[config.mk]
export PLATFORM = sky130hd
export DESIGN_NAME = msdap_output_collector
export DESIGN_NICKNAME = d
export VERILOG_FILES = /design/src/rtl/msdap_pkg.sv /design/src/rtl/msdap_pair_fifo.sv /design/src/rtl/msdap_output_collector.sv
export SDC_FILE = /design/constraint.sdc
export NUM_CORES = 1
export LEC_CHECK = 0
export BUFFER_PORTS_ARGS = -buffer_cell sky130_fd_sc_hd__buf_2
export CORE_MARGIN = 3
export CORE_UTILIZATION = 60
export CTS_CLUSTER_SIZE = 12
export DETAILED_ROUTE_END_ITERATION = 6
export HOLD_SLACK_MARGIN = 0.03
export PLACE_DENSITY = 0.9
export SYNTH_ARGS = -nofsm -noshare
export SYNTH_HDL_FRONTEND = slang
export SYNTH_SLANG_ARGS = --single-unit
[constraint.sdc]
create_clock -name SCLK -period 12.2 [get_ports SCLK]
set_clock_uncertainty 0.1 [all_clocks]
set_input_delay 1.22 -clock SCLK [delete_from_list [all_inputs] [get_ports SCLK]]
set_output_delay 1.22 -clock SCLK [all_outputs]
set_load 0.01 [all_outputs]
[src/rtl/msdap_pkg.sv]
// Shared types for the MSDAP output path: one sample word per channel and the stereo pair
// that is buffered between the serial collector and the host interface.
package msdap_pkg;

    localparam int MSDAP_WORD_W = 40;

    typedef logic [MSDAP_WORD_W-1:0] msdap_word_t;

    typedef struct packed {
        msdap_word_t l;
        msdap_word_t r;
    } msdap_pair_t;

    typedef enum logic [1:0] {
        IDLE,
        SHIFT,
        WAIT_LOW
    } collector_state_t;

endpackage

[src/rtl/msdap_pair_fifo.sv]
// Stereo-pair FIFO with a registered head entry; a push shows on head_vld two clocks later.
// A push into a full FIFO is dropped unless a pop frees a slot in the same cycle; a pop on empty is ignored.
module msdap_pair_fifo
    import msdap_pkg::*;
#(
    parameter int DEPTH = 4
) (
    input  logic        core_clk,
    input  logic        rst,
    input  logic        push,
    input  msdap_pair_t push_dat,
    input  logic        pop,
    output logic        full,
    output logic        empty,
    output logic        head_vld,
    output msdap_pair_t head_dat
);

    localparam int AW = $clog2(DEPTH);

    logic [AW:0] wr_ptr;
    logic [AW:0] rd_ptr;
    logic [AW:0] rd_ptr_n;
    logic        do_push;
    logic        do_pop;
    logic        head_vld_n;
    msdap_pair_t mem [DEPTH];

    assign empty   = (wr_ptr == rd_ptr);
    assign full    = (wr_ptr[AW] != rd_ptr[AW]) && (wr_ptr[AW-1:0] == rd_ptr[AW-1:0]);
    assign do_pop  = pop && !empty;
    assign do_push = push && (!full || do_pop);

    assign rd_ptr_n = do_pop ? rd_ptr + (AW+1)'(1) : rd_ptr;

    // Head is judged against the pre-push write pointer, so a new entry only
    // reaches the head register one clock after it lands in memory.
    assign head_vld_n = (rd_ptr_n != wr_ptr);

    always_ff @(posedge core_clk or posedge rst) begin
        if (rst) begin
            wr_ptr   <= '0;
            rd_ptr   <= '0;
            head_vld <= 1'b0;
            head_dat <= '0;
        end else begin
            if (do_push) begin
                wr_ptr <= wr_ptr + (AW+1)'(1);
            end
            rd_ptr   <= rd_ptr_n;
            head_vld <= head_vld_n;
            head_dat <= head_vld_n ? mem[rd_ptr_n[AW-1:0]] : '0;
        end
    end

    always_ff @(posedge core_clk) begin
        if (do_push) begin
            mem[wr_ptr[AW-1:0]] <= push_dat;
        end
    end

endmodule

[src/rtl/msdap_output_collector.sv]
// Deserializes the MSB-first OutputL/OutputR words framed by OutReady into a stereo-pair FIFO.
// Pair reaches PairValid 2 clocks after the LSB is sampled; full FIFO drops the new pair and sets Overflow.
module msdap_output_collector
    import msdap_pkg::*;
#(
    parameter int WORD_W     = MSDAP_WORD_W,
    parameter int FIFO_DEPTH = 4
) (
    input  logic              SCLK,
    input  logic              Reset,
    input  logic              SampleEn,
    input  logic              OutReady,
    input  logic              OutputL,
    input  logic              OutputR,
    output logic [WORD_W-1:0] PairL,
    output logic [WORD_W-1:0] PairR,
    output logic              PairValid,
    input  logic              PairReady,
    output logic              Overflow,
    output logic              ShortWord,
    input  logic              ClearFlags
);

    localparam int CW = $clog2(WORD_W + 1);

    collector_state_t state, state_n;
    logic [CW-1:0]    cnt, cnt_n;
    msdap_word_t      shift_l, shift_l_n;
    msdap_word_t      shift_r, shift_r_n;
    logic             push;
    logic             short_set;
    logic             ovf_set;
    logic             pop;
    logic             fifo_full;
    logic             fifo_empty;
    msdap_pair_t      push_dat;
    msdap_pair_t      head_dat;

    always_ff @(posedge SCLK or posedge Reset) begin
        if (Reset) begin
            state   <= IDLE;
            cnt     <= '0;
            shift_l <= '0;
            shift_r <= '0;
        end else begin
            state   <= state_n;
            cnt     <= cnt_n;
            shift_l <= shift_l_n;
            shift_r <= shift_r_n;
        end
    end

    always_comb begin
        state_n   = state;
        cnt_n     = cnt;
        shift_l_n = shift_l;
        shift_r_n = shift_r;
        push      = 1'b0;
        short_set = 1'b0;
        case (state)
            IDLE: begin
                if (SampleEn && OutReady) begin
                    shift_l_n = {{(WORD_W-1){1'b0}}, OutputL};
                    shift_r_n = {{(WORD_W-1){1'b0}}, OutputR};
                    cnt_n     = CW'(1);
                    state_n   = SHIFT;
                end
            end
            SHIFT: begin
                if (cnt == CW'(WORD_W)) begin
                    // A sampled low in the push cycle already closes the frame.
                    push    = 1'b1;
                    state_n = (SampleEn && !OutReady) ? IDLE : WAIT_LOW;
                end else if (SampleEn) begin
                    if (OutReady) begin
                        shift_l_n = {shift_l[WORD_W-2:0], OutputL};
                        shift_r_n = {shift_r[WORD_W-2:0], OutputR};
                        cnt_n     = cnt + CW'(1);
                    end else begin
                        short_set = 1'b1;
                        shift_l_n = '0;
                        shift_r_n = '0;
                        cnt_n     = '0;
                        state_n   = IDLE;
                    end
                end
            end
            WAIT_LOW: begin
                if (SampleEn && !OutReady) begin
                    state_n = IDLE;
                end
            end
            default: begin
                state_n = IDLE;
            end
        endcase
    end

    assign push_dat = '{l: shift_l, r: shift_r};
    assign pop      = PairValid && PairReady && !fifo_empty;
    assign ovf_set  = push && fifo_full && !pop;

    msdap_pair_fifo #(
        .DEPTH (FIFO_DEPTH)
    ) u_fifo (
        .core_clk (SCLK),
        .rst      (Reset),
        .push     (push),
        .push_dat (push_dat),
        .pop      (pop),
        .full     (fifo_full),
        .empty    (fifo_empty),
        .head_vld (PairValid),
        .head_dat (head_dat)
    );

    assign PairL = head_dat.l;
    assign PairR = head_dat.r;

    // Set beats a same-cycle clear so no loss event can be hidden.
    always_ff @(posedge SCLK or posedge Reset) begin
        if (Reset) begin
            Overflow  <= 1'b0;
            ShortWord <= 1'b0;
        end else begin
            if (ovf_set) begin
                Overflow <= 1'b1;
            end else if (ClearFlags) begin
                Overflow <= 1'b0;
            end
            if (short_set) begin
                ShortWord <= 1'b1;
            end else if (ClearFlags) begin
                ShortWord <= 1'b0;
            end
        end
    end

endmodule

Yosys cells after proc, flatten, opt, wreduce, memory -nomap -nowiden --
Memory sizes are Yosys's and may differ from the RTL's. Index checks and enable logic that the tools add are counted.
Word-level totals: output and inout port bits 83, bits in registers 177, memories kept 1, RAM bits 320, bits of input ports 8
Cells by class: equal/unequal tests 13, add/subtract/negate cells 3, reductions and logical operators 20, mux-type cells 35
Memory list:
- u_fifo.mem | depth 4, width 80, read ports 1, clocked after memory_dff 0, write ports 1, line msdap_pair_fifo.sv:27 | msdap_pair_t mem [DEPTH];
Operator list (count):
- 40-bit 2-to-1 mux | 8
- 40-bit one-hot mux with 2 select lines | 2
- 80-bit 2-to-1 mux | 1
- 6-bit 2-to-1 mux | 4
- 2-bit 2-to-1 mux | 6
- 6-bit one-hot mux with 2 select lines | 1
- 1-bit 2-to-1 mux | 11
- 1-bit logical AND | 9
- 2-bit inequality test (second input constant) | 4
- 4-bit AND reduction | 2
- 3-bit by 1-bit adder with 3-bit output (second input constant) | 2
- 6-bit by 1-bit adder with 6-bit output (second input constant) | 1
- 6-bit == test (second input constant) | 1
- 3-bit inequality test (second input constant) | 2
- 2-bit one-hot mux with 3 select lines | 1
- 2-bit nonzero test | 3
- 1-bit zero test | 4
- 3-bit == test | 1
- 3-bit 2-to-1 mux | 1
- 3-bit inequality test | 1
- 2-bit by 1-bit == test with 1-bit output (second input constant) | 1
- 2-bit == test | 1
- 2-bit == test (second input constant) | 1
- 2-bit zero test | 1
- 2 further kinds | 2

Depth between registers and ports, before layout --
word-level depth 8, depth in mapped cells 10

Cells and area by module --
A second synthesis with hierarchy kept.
Second synthesis, totals: cell total of the unflattened synthesis 1218, area total of the unflattened synthesis 18367.6 µm²
By module, submodules not included:
- msdap_pair_fifo | cells each 837, area each 14343.8 µm², instances 1
- msdap_output_collector | cells each 381, area each 4023.9 µm², instances 1

Worst setup path before layout --
OpenSTA, ideal clock, no wires.
kind in2reg, start input PairReady, end memory u_fifo.mem[3][0] in the netlist's numbering (enable), path slack 7919 ps, required time 11651 ps, arrival time 3733 ps, cell stages on the path 3, cells stage by stage nand2_1 > a41oi_1 > and2_1
Between the ends: word-level cells in the longest chain between the ends 7
Ends and longest elaborated chain:
- start, declared | line msdap_output_collector.sv:18 | input logic PairReady,
- 1-bit logical AND (2 in series) | line msdap_output_collector.sv:100 | assign pop = PairValid && PairReady && !fifo_empty;
- 1-bit logical AND | line msdap_pair_fifo.sv:31 | assign do_pop = pop && !empty;
- 1-bit logical OR | line msdap_pair_fifo.sv:32 | assign do_push = push && (!full || do_pop);
- 1-bit logical AND | line msdap_pair_fifo.sv:32
- 1-bit 2-to-1 mux | line msdap_pair_fifo.sv:57 | if (do_push) begin
- 1-bit 2-to-1 mux (not written as such) | line msdap_pair_fifo.sv:58 | mem[wr_ptr[AW-1:0]] <= push_dat;
- end, declared | line msdap_pair_fifo.sv:27
No other way between the ends.

Final worst setup path --
start register u_fifo.rd_ptr[0], end register, netlist name u_fifo.head_dat[30]
Between the ends: word-level cells in the longest chain between the ends 7
Ends and longest elaborated chain:
- start, declared | line msdap_pair_fifo.sv:22 | logic [AW:0] rd_ptr;
- start signal, assigned | line msdap_pair_fifo.sv:50 | rd_ptr <= rd_ptr_n;
- parallel branches: the longest is 4 deep, another holds 3-bit by 1-bit adder with 3-bit output
- 3-bit 2-to-1 mux * | line msdap_pair_fifo.sv:34 | assign rd_ptr_n = do_pop ? rd_ptr + (AW+1)'(1) : rd_ptr;
- memory read 4 x 80 bit / 3-bit inequality test (equally long branches)
- 80-bit 2-to-1 mux * | line msdap_pair_fifo.sv:52 | head_dat <= head_vld_n ? mem[rd_ptr_n[AW-1:0]] : '0;
Every way passes the cells marked *. A chain may end at the register's enable or synchronous reset.

==> out/qor.txt <==
Most frequent cells after synthesis: edfxtp_1, dfrtp_1, nand2_1, mux2i_1, o21ai_0
Max Fclk: 266 MHz
Starting Density: 0.615
RR Startpoint: u_fifo.rd_ptr[0]
Max-cap viol count: 0
WL per Instance: 21.5 microns
Synth area leaders: edfxtp_1, dfrtp_1, mux2i_1, nand2_1, o22ai_1
End point of the critical path: u_fifo.head_dat[30]
R2R setup slack: 8.44 ns
Async S/R FF share, synth: 0.356
Post-DRT Antenna Nets: 0
Clock tree root buffer cell: clkbuf_16
Post-Syn Instances: 1135
Setup Buffers After CTS: 0
Crit path launch: u_fifo.rd_ptr[0]
Layout cell share with drive strength beyond 1: 0.136
Ratio of total power to cell area: 215 nW/um^2
GP Congestion: 0.787
Worst slew margin: 0.201
DRT Wirelength: 35500 microns
Clock buffer depth: 3
Final instance area: 20400 sq um
Post-synthesis average cell area: 16.2 sq um
Setup violators final: 0
# fillers: 1830
Critical path peak fanout: 56
Area leader, netlist: edfxtp_1
Worst vdd ir: 0.359 mV
GRT Util Overall: 0.218
Routed vias/inst: 5.93
Number of synthesized flops with an enable pin: 320
CTS sink cnt: 497
Static Leakage: 0.00823 uW
Vias: 9798
GRT overflow: 0
Synth warnings: 0
RSZ-0062 raised after global routing: no
Die Area: 32700 sq um
Hpwl dp: 18300 microns
CTS Buf Count: 48
Fin nets: 1236
Vert. Die Dim: 181 microns
Seq/Total Area, Yosys: 0.764
WS Path Type: flop to flop
Area share of the largest cell type after synthesis: 0.523
R2R cell count: 7
Cells after DPL: 1561
Die width: 181 microns
CORE AREA: 29900 sq um
Worst-Skew Late Latency: 0.55 ns
Number of remaining DRC errors: 0
Fin. max-slew vios: 0
Initial antenna violation count: 2
Actual slew at the worst max-slew pin: 1.20 ns
P&R area growth vs syn: 10.9%
FP Rows: 63
Hold Crit Depth: 0
Worst r2r dst: u_fifo.head_dat[30]
Buffers added on ports: 90
CP startpoint kind: flop
Hold_buf cts: 0
Final worst path period share: 0.308
Dominant synthesized flop cell: edfxtp_1
Critical path data required time: 12.45 ns
Gates resized, CTS repair: 0
Top-count cell post-synth: edfxtp_1
Final hold vios: 0
Tmin final: 3.76 ns
Synth unique cells: 43
H-tree levels: 2
Synth Register Bits: 497
Cell Count, Final, Fillers Out: 1652
CTS tree: done
Outcome: finished, final reports clean
TritonRoute pass-1 iters: 5
Placed cell areas: 18900 sq um
Synth Cell Area: 18400 sq um
CP Data Arrival Time: 4.02 ns
Clk slew on worst S/H paths: 0.07 ns
Hold WC Path Type: flop to flop
Worst setup EP type: flop
First-pass GRT wire length: 56600 microns
Number of global-route vias before repair: 10200
Power consumption: 4380 uW
I/O pin count: 91
Pin count of the biggest net entering global routing: 162
Post-Route Setup TNS: 0 ns
Initial DRC Count: 1151
Synth Net Count: 1150
report_power, final:
group | internal (uW) | switching [uW] | leakage (uW)
combinational | 416 | 672 | 0.00190
clock | 788 | 585 | 0.000697
sequential | 1860 | 51.0 | 0.00564
total | 3070 | 1310 | 0.00823
layout by cell type, fill, tap and decap left out, drive strengths merged, types with 6 or more instances in the layout:
cell / instances
and2: 7
buf: 99
clkbuf: 87
dfrtp: 177
edfxtp: 320
ha: 7
inv: 9
mux2i: 160
nand2: 168
nand2b: 6
nand3: 7
o21ai: 94
o22ai: 80
xnor2: 6
per-stage QoR:
stage	setup slack (ns)	hold WS, ns	util
2_1_floorplan	6.08	0.338	-
6_report	8.44	0.419	0.682
5_1_grt	8.24	0.433	0.681
3_5_place_dp	8.24	0.374	0.633
3_3_place_gp	8.42	0.373	0.633
4_1_cts	8.43	0.404	0.681
worst min-delay path by stage:
stage / to / slack (ns) / start
2_1_floorplan: cnt[5] / 0.34 / cnt[5]
3_3_place_gp: cnt[5] / 0.37 / cnt[5]
3_5_place_dp: cnt[5] / 0.37 / cnt[5]
4_1_cts: cnt[5] / 0.40 / cnt[5]
5_1_grt: cnt[5] / 0.43 / cnt[5]
6_report: u_fifo.mem[0][79] / 0.42 / shift_l[39]
state kept, by name, summed over array words and instances, names as in the netlist, 2 cells and up:
register / cells
cnt: 6
shift_l: 40
shift_r: 40
state: 2
u_fifo.head_dat: 80
u_fifo.mem: 320
u_fifo.rd_ptr: 3
u_fifo.wr_ptr: 3
critical path, stage by stage, from the launching register on:
cell and delay [ns]:
dfrtp_1 0.54, ha_1 0.27, xor3_1 0.44, nor3_1 0.42, a21oi_1 0.19, o21ai_4 0.64, buf_4 0.71, o22ai_1 0.21
kinds of logic after synthesis:
logic type               synth area share
AO/OA/AOI/OAI                      0.0600
XOR/XNOR                          0.00784
adder cells (fa/ha/maj)           0.00477
buffers and inverters              0.0305
flip-flops                          0.764
multiplexers                       0.0872
AND/OR/NAND/NOR                    0.0452
final cells by class:
| class | instances | area [sq um] | area share |
|---|---|---|---|
| tap | 390 | 488 | 0.0240 |
| timing repair buffer | 99 | 531 | 0.0261 |
| antenna | 1 | 2.50 | 0.000123 |
| clock inverter | 3 | 22.5 | 0.00111 |
| clock buffer | 87 | 1430 | 0.0702 |
| inverter | 7 | 33.8 | 0.00166 |
| multi-input combinational | 568 | 3820 | 0.187 |
| sequential | 497 | 14000 | 0.689 |
routing by layer:
layer	wire [microns]	global-route usage	vias to the layer above
met1	14200	0.293	4969
met2	18000	0.365	358
met5	21	0	-
met4	1090	0.0731	4
met3	2190	0.0391	87
li1	-	-	4380
Note: power is estimated with default switching activity, not from simulation.
